### config.mk
export PLATFORM = sky130hd
export DESIGN_NAME = axi_lite_regbank
export DESIGN_NICKNAME = d
export VERILOG_FILES = /design/src/rtl/axi_lite_regbank_pkg.sv /design/src/rtl/axi_lite_wr_capture.sv /design/src/rtl/axi_lite_regbank.sv
export SDC_FILE = /design/constraint.sdc
export NUM_CORES = 1
export LEC_CHECK = 0
export BUFFER_PORTS_ARGS = -buffer_cell sky130_fd_sc_hd__buf_2
export CAP_MARGIN = 10
export CORE_MARGIN = 1
export CORE_UTILIZATION = 29
export CTS_BUF_LIST = sky130_fd_sc_hd__clkbuf_2
export CTS_CLUSTER_DIAMETER = 150
export DETAILED_ROUTE_END_ITERATION = 8
export PLACE_DENSITY_LB_ADDON = 0.08
export RECOVER_POWER = 100
export SYNTH_ARGS = -nofsm -noshare
export SYNTH_HDL_FRONTEND = slang
export SYNTH_HIERARCHICAL = 1
export SYNTH_SLANG_ARGS = --single-unit
### constraint.sdc
create_clock -name clk -period 4.6 [get_ports clk]
set_input_delay 0.92 -clock clk [delete_from_list [all_inputs] [get_ports clk]]
set_output_delay 0.92 -clock clk [all_outputs]
set_load 0.005 [all_outputs]
### src/rtl/axi_lite_regbank_pkg.sv
// axi_lite_regbank_pkg
// Shared definitions for the AXI4-Lite register bank: response codes, the
// word-address offset, the write/read FSM state encodings and a byte-lane
// merge helper used when committing a strobed write.
// Optional feature macro used by the files importing this package:
// AXI_REGBANK_STATUS_EN (upper half of the register space becomes read-only
// status inputs).
package axi_lite_regbank_pkg;

  localparam logic [1:0] RESP_OKAY   = 2'b00;
  localparam logic [1:0] RESP_SLVERR = 2'b10;

  // Registers are 32-bit words, so the index starts above the byte offset.
  localparam int ADDR_LSB = 2;

  typedef enum logic [1:0] {
    W_IDLE      = 2'd0,
    W_WAIT_DATA = 2'd1,
    W_WAIT_ADDR = 2'd2,
    W_RESP      = 2'd3
  } wr_state_e;

  typedef enum logic {
    R_IDLE = 1'b0,
    R_RESP = 1'b1
  } rd_state_e;

  // Bytes whose strobe is set take the new value, the rest keep the old one.
  function automatic logic [31:0] apply_wstrb(input logic [31:0] old_val,
                                              input logic [31:0] new_val,
                                              input logic [3:0]  strb);
    logic [31:0] merged;
    for (int b = 0; b < 4; b++) begin
      merged[8*b +: 8] = strb[b] ? new_val[8*b +: 8] : old_val[8*b +: 8];
    end
    return merged;
  endfunction

endpackage

### src/rtl/axi_lite_wr_capture.sv
// axi_lite_wr_capture
// Write-side half of the register bank. Accepts the AW and W channels
// independently, holds whichever half arrives first, and raises a commit
// strobe (with decoded index, in-range/writable flag, data and strobes) on the
// edge where the second half is accepted. Also owns the B channel.
// Ports:
//   clk, resetn          clock, asynchronous active-low reset
//   s_axi_aw*, s_axi_w*  write address / data channels
//   s_axi_b*             write response channel
//   commit               the current edge completes a write
//   commit_ok            target is in range and writable
//   commit_idx/data/strb decoded register index, write data and byte enables
// Macro AXI_REGBANK_STATUS_EN: indices in the upper half are not writable.
module axi_lite_wr_capture
  import axi_lite_regbank_pkg::*;
#(
  parameter int ADDR_WIDTH = 32,
  parameter int NUM_REGS   = 16
) (
  input  logic                         clk,
  input  logic                         resetn,
  input  logic [ADDR_WIDTH-1:0]        s_axi_awaddr,
  input  logic                         s_axi_awvalid,
  output logic                         s_axi_awready,
  input  logic [31:0]                  s_axi_wdata,
  input  logic [3:0]                   s_axi_wstrb,
  input  logic                         s_axi_wvalid,
  output logic                         s_axi_wready,
  output logic [1:0]                   s_axi_bresp,
  output logic                         s_axi_bvalid,
  input  logic                         s_axi_bready,
  output logic                         commit,
  output logic                         commit_ok,
  output logic [$clog2(NUM_REGS)-1:0]  commit_idx,
  output logic [31:0]                  commit_data,
  output logic [3:0]                   commit_strb
);

  localparam int IDX_W = $clog2(NUM_REGS);

  wr_state_e             state;
  logic                  awready_q;
  logic                  wready_q;
  logic                  bvalid_q;
  logic [1:0]            bresp_q;
  logic [ADDR_WIDTH-1:0] addr_q;
  logic [31:0]           data_q;
  logic [3:0]            strb_q;

  logic                  aw_hs;
  logic                  w_hs;
  logic                  have_aw;
  logic                  have_w;
  logic                  in_range;
  logic [ADDR_WIDTH-1:0] cur_addr;

  assign aw_hs   = s_axi_awvalid & awready_q;
  assign w_hs    = s_axi_wvalid & wready_q;
  assign have_aw = aw_hs | (state == W_WAIT_DATA);
  assign have_w  = w_hs | (state == W_WAIT_ADDR);
  assign commit  = have_aw & have_w;

  // A held half comes from the capture registers, a fresh one straight
  // from the bus, so a same-cycle AW+W pair commits without extra latency.
  assign cur_addr    = (state == W_WAIT_DATA) ? addr_q : s_axi_awaddr;
  assign commit_data = (state == W_WAIT_ADDR) ? data_q : s_axi_wdata;
  assign commit_strb = (state == W_WAIT_ADDR) ? strb_q : s_axi_wstrb;
  assign commit_idx  = cur_addr[IDX_W+ADDR_LSB-1:ADDR_LSB];
  assign in_range    = (cur_addr >> (IDX_W + ADDR_LSB)) == '0;

`ifdef AXI_REGBANK_STATUS_EN
  assign commit_ok = in_range & ~commit_idx[IDX_W-1];
`else
  assign commit_ok = in_range;
`endif

  // Write FSM: the state doubles as the "address held"/"data held" flags,
  // readies are registered so they rise one edge after reset release.
  always_ff @(posedge clk or negedge resetn) begin
    if (!resetn) begin
      state     <= W_IDLE;
      awready_q <= 1'b0;
      wready_q  <= 1'b0;
      bvalid_q  <= 1'b0;
      bresp_q   <= RESP_OKAY;
      addr_q    <= '0;
      data_q    <= '0;
      strb_q    <= '0;
    end else begin
      case (state)
        W_IDLE, W_WAIT_DATA, W_WAIT_ADDR: begin
          if (aw_hs) begin
            addr_q <= s_axi_awaddr;
          end
          if (w_hs) begin
            data_q <= s_axi_wdata;
            strb_q <= s_axi_wstrb;
          end
          if (commit) begin
            state     <= W_RESP;
            awready_q <= 1'b0;
            wready_q  <= 1'b0;
            bvalid_q  <= 1'b1;
            bresp_q   <= commit_ok ? RESP_OKAY : RESP_SLVERR;
          end else if (have_aw) begin
            state     <= W_WAIT_DATA;
            awready_q <= 1'b0;
            wready_q  <= 1'b1;
          end else if (have_w) begin
            state     <= W_WAIT_ADDR;
            awready_q <= 1'b1;
            wready_q  <= 1'b0;
          end else begin
            state     <= W_IDLE;
            awready_q <= 1'b1;
            wready_q  <= 1'b1;
          end
        end
        W_RESP: begin
          if (s_axi_bready) begin
            state     <= W_IDLE;
            bvalid_q  <= 1'b0;
            awready_q <= 1'b1;
            wready_q  <= 1'b1;
          end
        end
        default: state <= W_IDLE;
      endcase
    end
  end

  assign s_axi_awready = awready_q;
  assign s_axi_wready  = wready_q;
  assign s_axi_bvalid  = bvalid_q;
  assign s_axi_bresp   = bresp_q;

endmodule

### src/rtl/axi_lite_regbank.sv
// axi_lite_regbank
// AXI4-Lite responder exposing NUM_REGS 32-bit control registers to fabric
// logic in parallel, with a one-cycle write strobe per register.
// Ports:
//   clk, resetn        clock, asynchronous active-low reset
//   s_axi_aw*/w*/b*    AXI4-Lite write channels (handled by axi_lite_wr_capture)
//   s_axi_ar*/r*       AXI4-Lite read channels
//   status_i           (only with AXI_REGBANK_STATUS_EN) read-only status words
//   reg_q              register i at reg_q[32*i+31:32*i]
//   reg_wr_pulse       bit i high for one cycle when register i is written
// Macro AXI_REGBANK_STATUS_EN: the upper NUM_REGS/2 indices read status_i,
// reject writes with SLVERR and show 0 on reg_q (requires NUM_REGS >= 4).
module axi_lite_regbank
  import axi_lite_regbank_pkg::*;
#(
  parameter int          ADDR_WIDTH  = 32,
  parameter int          NUM_REGS    = 16,
  parameter logic [31:0] RESET_VALUE = 32'h00000000
) (
  input  logic                     clk,
  input  logic                     resetn,
  input  logic [ADDR_WIDTH-1:0]    s_axi_awaddr,
  input  logic [2:0]               s_axi_awprot,
  input  logic                     s_axi_awvalid,
  output logic                     s_axi_awready,
  input  logic [31:0]              s_axi_wdata,
  input  logic [3:0]               s_axi_wstrb,
  input  logic                     s_axi_wvalid,
  output logic                     s_axi_wready,
  output logic [1:0]               s_axi_bresp,
  output logic                     s_axi_bvalid,
  input  logic                     s_axi_bready,
  input  logic [ADDR_WIDTH-1:0]    s_axi_araddr,
  input  logic [2:0]               s_axi_arprot,
  input  logic                     s_axi_arvalid,
  output logic                     s_axi_arready,
  output logic [31:0]              s_axi_rdata,
  output logic [1:0]               s_axi_rresp,
  output logic                     s_axi_rvalid,
  input  logic                     s_axi_rready,
`ifdef AXI_REGBANK_STATUS_EN
  input  logic [(NUM_REGS/2)*32-1:0] status_i,
`endif
  output logic [NUM_REGS*32-1:0]   reg_q,
  output logic [NUM_REGS-1:0]      reg_wr_pulse
);

  localparam int IDX_W = $clog2(NUM_REGS);
`ifdef AXI_REGBANK_STATUS_EN
  localparam int NUM_RW = NUM_REGS / 2;
`else
  localparam int NUM_RW = NUM_REGS;
`endif
  localparam int RW_W = $clog2(NUM_RW);

  logic             unused_prot;
  logic             commit;
  logic             commit_ok;
  logic [IDX_W-1:0] commit_idx;
  logic [31:0]      commit_data;
  logic [3:0]       commit_strb;
  logic [RW_W-1:0]  wr_rw_idx;

  logic [31:0]      regs_q [NUM_RW];

  rd_state_e        rd_state;
  logic             arready_q;
  logic             rvalid_q;
  logic [31:0]      rdata_q;
  logic [1:0]       rresp_q;
  logic [IDX_W-1:0] rd_idx;
  logic             rd_in_range;
  logic [31:0]      rd_word;

  assign unused_prot = ^{s_axi_awprot, s_axi_arprot};

  axi_lite_wr_capture #(
    .ADDR_WIDTH (ADDR_WIDTH),
    .NUM_REGS   (NUM_REGS)
  ) u_wr_capture (
    .clk           (clk),
    .resetn        (resetn),
    .s_axi_awaddr  (s_axi_awaddr),
    .s_axi_awvalid (s_axi_awvalid),
    .s_axi_awready (s_axi_awready),
    .s_axi_wdata   (s_axi_wdata),
    .s_axi_wstrb   (s_axi_wstrb),
    .s_axi_wvalid  (s_axi_wvalid),
    .s_axi_wready  (s_axi_wready),
    .s_axi_bresp   (s_axi_bresp),
    .s_axi_bvalid  (s_axi_bvalid),
    .s_axi_bready  (s_axi_bready),
    .commit        (commit),
    .commit_ok     (commit_ok),
    .commit_idx    (commit_idx),
    .commit_data   (commit_data),
    .commit_strb   (commit_strb)
  );

  // Writable indices all sit below NUM_RW, so the low bits address storage.
  assign wr_rw_idx = commit_idx[RW_W-1:0];

  // Register storage and write strobes; a rejected write changes nothing.
  always_ff @(posedge clk or negedge resetn) begin
    if (!resetn) begin
      for (int i = 0; i < NUM_RW; i++) begin
        regs_q[i] <= RESET_VALUE;
      end
      reg_wr_pulse <= '0;
    end else begin
      reg_wr_pulse <= '0;
      if (commit && commit_ok) begin
        regs_q[wr_rw_idx]        <= apply_wstrb(regs_q[wr_rw_idx], commit_data, commit_strb);
        reg_wr_pulse[commit_idx] <= 1'b1;
      end
    end
  end

  for (genvar g = 0; g < NUM_REGS; g++) begin : g_reg_q
    if (g < NUM_RW) begin : g_rw
      assign reg_q[32*g +: 32] = regs_q[g];
    end else begin : g_ro
      assign reg_q[32*g +: 32] = '0;
    end
  end

  assign rd_idx      = s_axi_araddr[IDX_W+ADDR_LSB-1:ADDR_LSB];
  assign rd_in_range = (s_axi_araddr >> (IDX_W + ADDR_LSB)) == '0;

`ifdef AXI_REGBANK_STATUS_EN
  logic [NUM_RW-1:0][31:0] status_arr;
  assign status_arr = status_i;
`endif

  // Read data selection; out-of-range addresses return zero.
  always_comb begin
    rd_word = '0;
    if (rd_in_range) begin
`ifdef AXI_REGBANK_STATUS_EN
      if (rd_idx[IDX_W-1]) begin
        rd_word = status_arr[rd_idx[RW_W-1:0]];
      end else begin
        rd_word = regs_q[rd_idx[RW_W-1:0]];
      end
`else
      rd_word = regs_q[rd_idx];
`endif
    end
  end

  // Read FSM: data is sampled on the AR handshake edge, so a write committing
  // on that same edge is not yet visible in this response.
  always_ff @(posedge clk or negedge resetn) begin
    if (!resetn) begin
      rd_state  <= R_IDLE;
      arready_q <= 1'b0;
      rvalid_q  <= 1'b0;
      rdata_q   <= '0;
      rresp_q   <= RESP_OKAY;
    end else begin
      if (rd_state == R_IDLE) begin
        if (s_axi_arvalid && arready_q) begin
          rd_state  <= R_RESP;
          arready_q <= 1'b0;
          rvalid_q  <= 1'b1;
          rdata_q   <= rd_word;
          rresp_q   <= rd_in_range ? RESP_OKAY : RESP_SLVERR;
        end else begin
          arready_q <= 1'b1;
        end
      end else if (s_axi_rready) begin
        rd_state  <= R_IDLE;
        arready_q <= 1'b1;
        rvalid_q  <= 1'b0;
      end
    end
  end

  assign s_axi_arready = arready_q;
  assign s_axi_rvalid  = rvalid_q;
  assign s_axi_rdata   = rdata_q;
  assign s_axi_rresp   = rresp_q;

endmodule

## Word-level counts from Yosys, hierarchy flattened

Index checks and enable logic that the tools add are counted.
Widths: inputs -> output; s select.

- Input port bits: 113
- Output and inout bits: 569
- Word-level logic and storage cells: 111
- Register bits after elaboration: 640

- Bitwise operators: 8
- Eq/ne operators: 6
- $lt $le $gt $ge: 5
- Muxes and demuxes: 47
- Reduce and logical (&&, ||, !) cells: 15

Operator list:

| kind | count |
|---|---|
| $bwmux 512 | 1 |
| $bmux 32 s4 | 2 |
| $mux 32 | 8 |
| $demux 32 s4 | 1 |
| $logic_not 32->1 | 2 |
| $mux 8 | 4 |
| $mux 1 | 18 |
| $mux 16 | 1 |
| $mux 2 | 6 |
| $reduce_and 2->1 | 6 |
| $ge 5x5->1 const B | 2 |
| $not 4->5 | 2 |
| $ne 2x2->1 const B | 3 |
| $pmux 1 s2 | 3 |
| $lt 4x5->1 const B | 1 |
| $lt 5x1->1 const B | 1 |
| $demux 1 s4 | 1 |
| $eq 2x2->1 const B | 2 |
| $ge 4x1->1 const B | 1 |
| $logic_and 1x1->1 | 4 |
| $mux 4 | 1 |
| $pmux 2 s2 | 1 |
| $and 1x1->1 | 3 |
| $reduce_or 3->1 | 1 |
| 5 further kinds | 6 |

## Logic depth before layout (Yosys ltp)

- Depth in word-level cells: 8
- Depth in mapped cells: 13

## Modules after synthesis

Netlist, hierarchy kept.

Modules (own cells, without submodules):

| module | cells each | times used | area an instance (um2) | seq. area each (um2) |
|---|---|---|---|---|
| axi_lite_regbank | 2406 | 1 | 28803.9 | 14113.5 |
| axi_lite_wr_capture | 237 | 1 | 3349.5 | 1801.7 |

## Worst setup path after synthesis

Ideal clock, no wire load.

- Path kind: input port to flip-flop
- From: in s_axi_awaddr[9]
- To: reg regs_q (netlist bit reg_q[386])
- Path buffers: 3
- Arrival: 3.379 ns
- Stages: 11
- Setup slack: 1.075 ns
- Setup time: 0.146 ns
- Path through: or4_1 > or4_1 > o22ai_2 > a21boi_2 > nor4bb_1 > clkbuf_1 > nand3_1 > clkbuf_1 > clkbuf_1 > nand2_1 > o21ai_0

- Word-level cells in the longest chain between the ends: 3

Ends and longest elaborated chain:

| item | line | RTL |
|---|---|---|
| from (decl) | axi_lite_regbank.sv:22 | `input logic [ADDR_WIDTH-1:0] s_axi_awaddr,` |
| $mux 32 | axi_lite_wr_capture.sv:65 | `assign cur_addr = (state == W_WAIT_DATA) ? addr_q : s_axi_awaddr;` |
| $logic_not 32->1 | axi_lite_wr_capture.sv:69 | `assign in_range = (cur_addr >> (IDX_W + ADDR_LSB)) == '0;` |
| via commit_ok | axi_lite_regbank.sv:58 | `logic commit_ok;` |
| $logic_and 1x1->1 | axi_lite_regbank.sv:112 | `if (commit && commit_ok) begin` |
| to (signal, indexed assignment) | axi_lite_regbank.sv:113 | `regs_q[wr_rw_idx] <= apply_wstrb(regs_q[wr_rw_idx], commit_data, commit_strb);` |
| to (decl) | axi_lite_regbank.sv:64 | `logic [31:0] regs_q [NUM_RW];` |

The timed path passes the listed nets, and every way through them passes these cells.
A chain may end at the register's enable or synchronous reset.

## Worst setup path after layout

- From: reg u_wr_capture.state[0]
- To: reg regs_q (netlist bit reg_q[178])

- Word-level cells in the longest chain between the ends: 8
- Elaborated cells between the ends (all ways): 21
- Those cells by class: order compare: 2; eq/ne: 2; mux: 10; bitwise: 4; reduce/logical: 3

Ends and longest elaborated chain:

| item | line | RTL |
|---|---|---|
| from (decl) | axi_lite_wr_capture.sv:41 | `wr_state_e state;` |
| from (signal assigned) | axi_lite_wr_capture.sv:81 | `state <= W_IDLE;` |
| from (signal assigned) | axi_lite_wr_capture.sv:100 | `state <= W_RESP;` |
| from (signal assigned) | axi_lite_wr_capture.sv:106 | `state <= W_WAIT_DATA;` |
| $eq 2x1->1 (*) | axi_lite_wr_capture.sv:65 |  |
| $mux 32 (*) | axi_lite_wr_capture.sv:65 |  |
| via commit_idx[1] | axi_lite_regbank.sv:59 | `logic [IDX_W-1:0] commit_idx;` |
| $not 4->5 (implied by the code) (*) | axi_lite_regbank.sv:113 |  |
| $ge 5x5->1 (implied by the code) (tied with other cells) | axi_lite_regbank.sv:113 |  |
| $logic_and 1x1->1 (implied by the code) / $mux 32 (equally long branches) | axi_lite_regbank.sv:113 |  |
| $mux 32 (implied by the code) | axi_lite_regbank.sv:113 |  |
| $demux 32 s4 / $mux 8 (equally long branches) | axi_lite_regbank.sv:113, axi_lite_regbank_pkg.sv:34 |  |
| $bwmux 512 (*) | axi_lite_regbank.sv:113 |  |

The timed path passes the listed nets; every way through them passes the cells marked *. The select of a mux whose other input is x is not followed.

==> results.sh <==
export IMPL_hold_violations=0
export IMPL_status="complete, but fails checks"
export IMPL_stdcell_count=5117
export IMPL_crit_path_end_kind="register"
export IMPL_worstSetupPathType="reg -> reg"
export IMPL_relSlewSlack=-0.772
export IMPL_synthCells=2643
export IMPL_core_area_sq_um=109000
export IMPL_critPathLaunch="u_wr_capture/state[0]$_DFFE_PN0P_"
export IMPL_gp_congestion=0.880
export IMPL_fin_crit_ns=4.28
export IMPL_cp_top_family="compound AO/OA/AOI/OAI gates"
export IMPL_synth_seq_cells=636
export IMPL_first_pass_iters=5
export IMPL_numCtsBuffers=188
export IMPL_p_leak_uw=0.0175
export IMPL_syn_area_sq_um=32200
export IMPL_cts_sinks=636
export IMPL_ys_async_sr_fraction=1.00
export IMPL_hold_class="in -> reg"
export IMPL_place_inst=4655
export IMPL_r2r_start="u_wr_capture/state[0]$_DFFE_PN0P_"
export IMPL_path_max_fanout=43
export IMPL_hp_start="s_axi_wdata[5]"
export IMPL_clkLatencyLatePin_ns=1.47
export IMPL_maxCapViolations=10
export IMPL_post_dp_hpwl_um=112000
export IMPL_grt_antenna_before_repair=10
export IMPL_synth_ff_type="dfrtp_1"
export IMPL_ant_nets=0
export IMPL_critPathRequiredTime_ns=5.90
export IMPL_finalCritPeriodShare=0.930
export IMPL_io_buffers=669
export IMPL_p_total_uw=15500
export IMPL_max_vdd_ir_drop_mv=0.222
export IMPL_vias=28300
export IMPL_grt_pass1_vias=29400
export IMPL_worstPathCellList="nor2b_2 > mux2_8 > buf_12 > mux2_1 > a221oi_1 > nand3_1 > a32o_1"
export IMPL_r2r_cells=7
export IMPL_reg2reg_slack_ns=0.32
export IMPL_area_growth_syn_to_layout_pct=23.5
export IMPL_drive_gt1_frac=0.262
export IMPL_clkTransAtPathRegs_ns=0.11
export IMPL_grt_pass1_wl_um=224000
export IMPL_synth_yosys_seq_area_share=0.495
export IMPL_synth_nets=2756
export IMPL_post_cts_setup_buffer_count=0
export IMPL_reg2reg_to="reg_q[178]$_DFFE_PN0P_"
export IMPL_maxSlewViolCount=389
export IMPL_startpoint_type="register"
export IMPL_max_freq_mhz=234
export IMPL_grt_max_degree=94
export IMPL_overflow=0
export IMPL_dieArea_sq_um=112000
export IMPL_yosysWarnings=6
export IMPL_nNetsFinal=3604
export IMPL_tightest_slew_ns=2.65
export IMPL_tns_ns=0
export IMPL_row_count=121
export IMPL_cts_tree="yes"
export IMPL_cts_root_buffer="clkbuf_2"
export IMPL_cts_max_level=4
export IMPL_dieWidth_um=335
export IMPL_crit_buf_inv=1
export IMPL_clock_path_buffers=3
export IMPL_whs_ns=0.293
export IMPL_skew_ns=0.102
export IMPL_rsz0062_at_grt="no"
export IMPL_vias_per_cell=5.53
export IMPL_drcViolationCount=0
export IMPL_cpPeakStageDelay_ns=0.77
export IMPL_start_util=0.294
export IMPL_cp_arrival_ns=5.58
export IMPL_yosysUniqueCellTypes=56
export IMPL_drt_iter0_markers=1937
export IMPL_violations="max-capacitance violations, max-slew violations"
export IMPL_critical_path_slowest_cell="a221oi_1"
export IMPL_setup_viol=0
export IMPL_die_h_um=335
export IMPL_routedWlPerCell_um=31.3
export IMPL_num_io_pins=682
export IMPL_syn_area_per_cell_sq_um=12.2
export IMPL_grt_util_all_layers=0.281
export IMPL_powerDensity_nw_per_um2=390
export IMPL_synth_edff_count=0
export IMPL_hold_path_end="u_wr_capture/data_q[5]$_DFFE_PN0P_"
export IMPL_drt_total_wl_um=160000
export IMPL_hold_depth=3
[cell families after synthesis]
kind of cell           after synthesis  share of synthesized area
and+or+nand+nor                    546                     0.0783
DFF                                636                      0.495
muxes                              459                      0.224
AOI/OAI and AO/OA                  720                      0.167
buffers and inverters              280                     0.0364
other                                2                   0.000234
[worst register-to-register path: stages, from the launching register on]
cell      delay, ns
dfrtp_1        0.51
nor2b_2        0.53
mux2_8         0.69
buf_12         0.37
mux2_1         0.43
a221oi_1       0.77
nand3_1        0.46
a32o_1         0.37
[where the power goes]
| part | internal [uW] | leakage, uW | switching (uW) |
|---|---|---|---|
| Combinational | 1740 | 0.00746 | 3260 |
| Sequential | 5920 | 0.00871 | 177 |
| Clock | 1730 | 0.00128 | 2660 |
[routing by layer]
metal / vias to the layer above / routed length (um) / global-route usage
met5: - / 46 / 0
met4: 8 / 6650 / 0.119
met3: 285 / 13000 / 0.0807
met2: 1323 / 82000 / 0.500
met1: 14600 / 58500 / 0.312
li1: 12100 / - / -
[layout make-up]
| cell class | instances | area, sq um |
|---|---|---|
| Fill cell | 11200 | 69700 |
| Sequential cell | 636 | 15900 |
| Multi-Input combinational cell | 1727 | 15100 |
| Timing Repair Buffer | 919 | 5040 |
| Tap cell | 1476 | 1850 |
| Clock buffer | 278 | 1390 |
| Clock inverter | 52 | 290 |
| Inverter | 19 | 71.3 |
| Antenna cell | 10 | 25.0 |
[state kept, by name, indices dropped and copies added, names as in the netlist]
name	cells
u_wr_capture/s_axi_bresp	1
u_wr_capture/s_axi_wready	1
reg_wr_pulse	16
rd_state	1
u_wr_capture/state	2
u_wr_capture/addr_q	30
u_wr_capture/s_axi_awready	1
s_axi_rresp	1
u_wr_capture/data_q	32
u_wr_capture/s_axi_bvalid	1
s_axi_rvalid	1
reg_q	512
s_axi_rdata	32
u_wr_capture/strb_q	4
s_axi_arready	1
[cell usage in the layout (no fill, tap or decap), types with 10 or more instances in the layout]
master         count
a22o_1            31
a22oi_1           62
a32o_1           241
buf_12            11
buf_2            200
buf_4             86
clkbuf_1         475
clkbuf_2         290
clkinv_1          36
dfrtp_1          636
diode_2           10
dlygate4sd3_1    121
inv_1             19
mux2_1            25
mux2_2           119
mux2i_1          120
mux4_2           192
nand2_1          328
nand2b_1          29
nor2_1            65
nor2b_1           33
nor4_1            17
o21ai_0          254
o22ai_1           54
o31ai_1           42
or4_1             28
[cells in the mapped netlist (all sizes together) (2+ instances only)]
| master | number | share of area |
|---|---|---|
| a21o | 5 | 0.0012 |
| a21oi | 8 | 0.0012 |
| a221oi | 3 | 0.0012 |
| a222oi | 2 | 0.00062 |
| a22o | 31 | 0.0084 |
| a22oi | 62 | 0.014 |
| a2bb2oi | 3 | 0.00082 |
| a32o | 241 | 0.075 |
| and2 | 2 | 0.00039 |
| and3b | 3 | 0.00082 |
| and4b | 2 | 0.00062 |
| buf | 74 | 0.012 |
| clkbuf | 187 | 0.022 |
| conb | 2 | 0.00023 |
| dfrtp | 636 | 0.49 |
| inv | 19 | 0.0022 |
| mux2 | 147 | 0.052 |
| mux2i | 120 | 0.037 |
| mux4 | 192 | 0.13 |
| nand2 | 331 | 0.039 |
| nand2b | 29 | 0.0056 |
| nand3 | 14 | 0.0025 |
| nand3b | 3 | 0.00070 |
| nand4 | 3 | 0.00058 |
| nor2 | 67 | 0.0081 |
| nor2b | 37 | 0.0072 |
| nor4 | 19 | 0.0046 |
| o21ai | 260 | 0.040 |
| o22a | 3 | 0.00082 |
| o22ai | 55 | 0.011 |
| o31ai | 43 | 0.010 |
| or4 | 28 | 0.0065 |
[through the flow]
step | cell area (sq um) | setup WS, ns | utilization
final | 39700 | 0.324 | 0.363
after CTS | 40500 | 0.160 | 0.370
after detailed placement | 37600 | 0.293 | 0.343
after global placement | 37600 | 0.329 | 0.343
after global routing | 39700 | 0.129 | 0.363
after floorplan | 32200 | 1.07 | -
[worst max-delay path by stage]
stage | endpoint | slack, ns | cells after the start
2_1_floorplan | reg_q[386]$_DFFE_PN0P_ | 1.07 | 11
3_3_place_gp | reg_q[271]$_DFFE_PN0P_ | 0.33 | 11
3_5_place_dp | reg_q[198]$_DFFE_PN0P_ | 0.29 | 7
4_1_cts | reg_q[250]$_DFFE_PN0P_ | 0.16 | 7
5_1_grt | reg_q[91]$_DFFE_PN0P_ | 0.13 | 7
6_report | reg_q[178]$_DFFE_PN0P_ | 0.32 | 7
[what timing repair did]
action                                  4_1_cts  5_1_grt
resized for setup                             0        1
hold buffers                                122        0
endpoints found under the setup margin        0       29
hold endpoints to repair                    682        0
No activity file was read; power rests on OpenSTA's default activity.
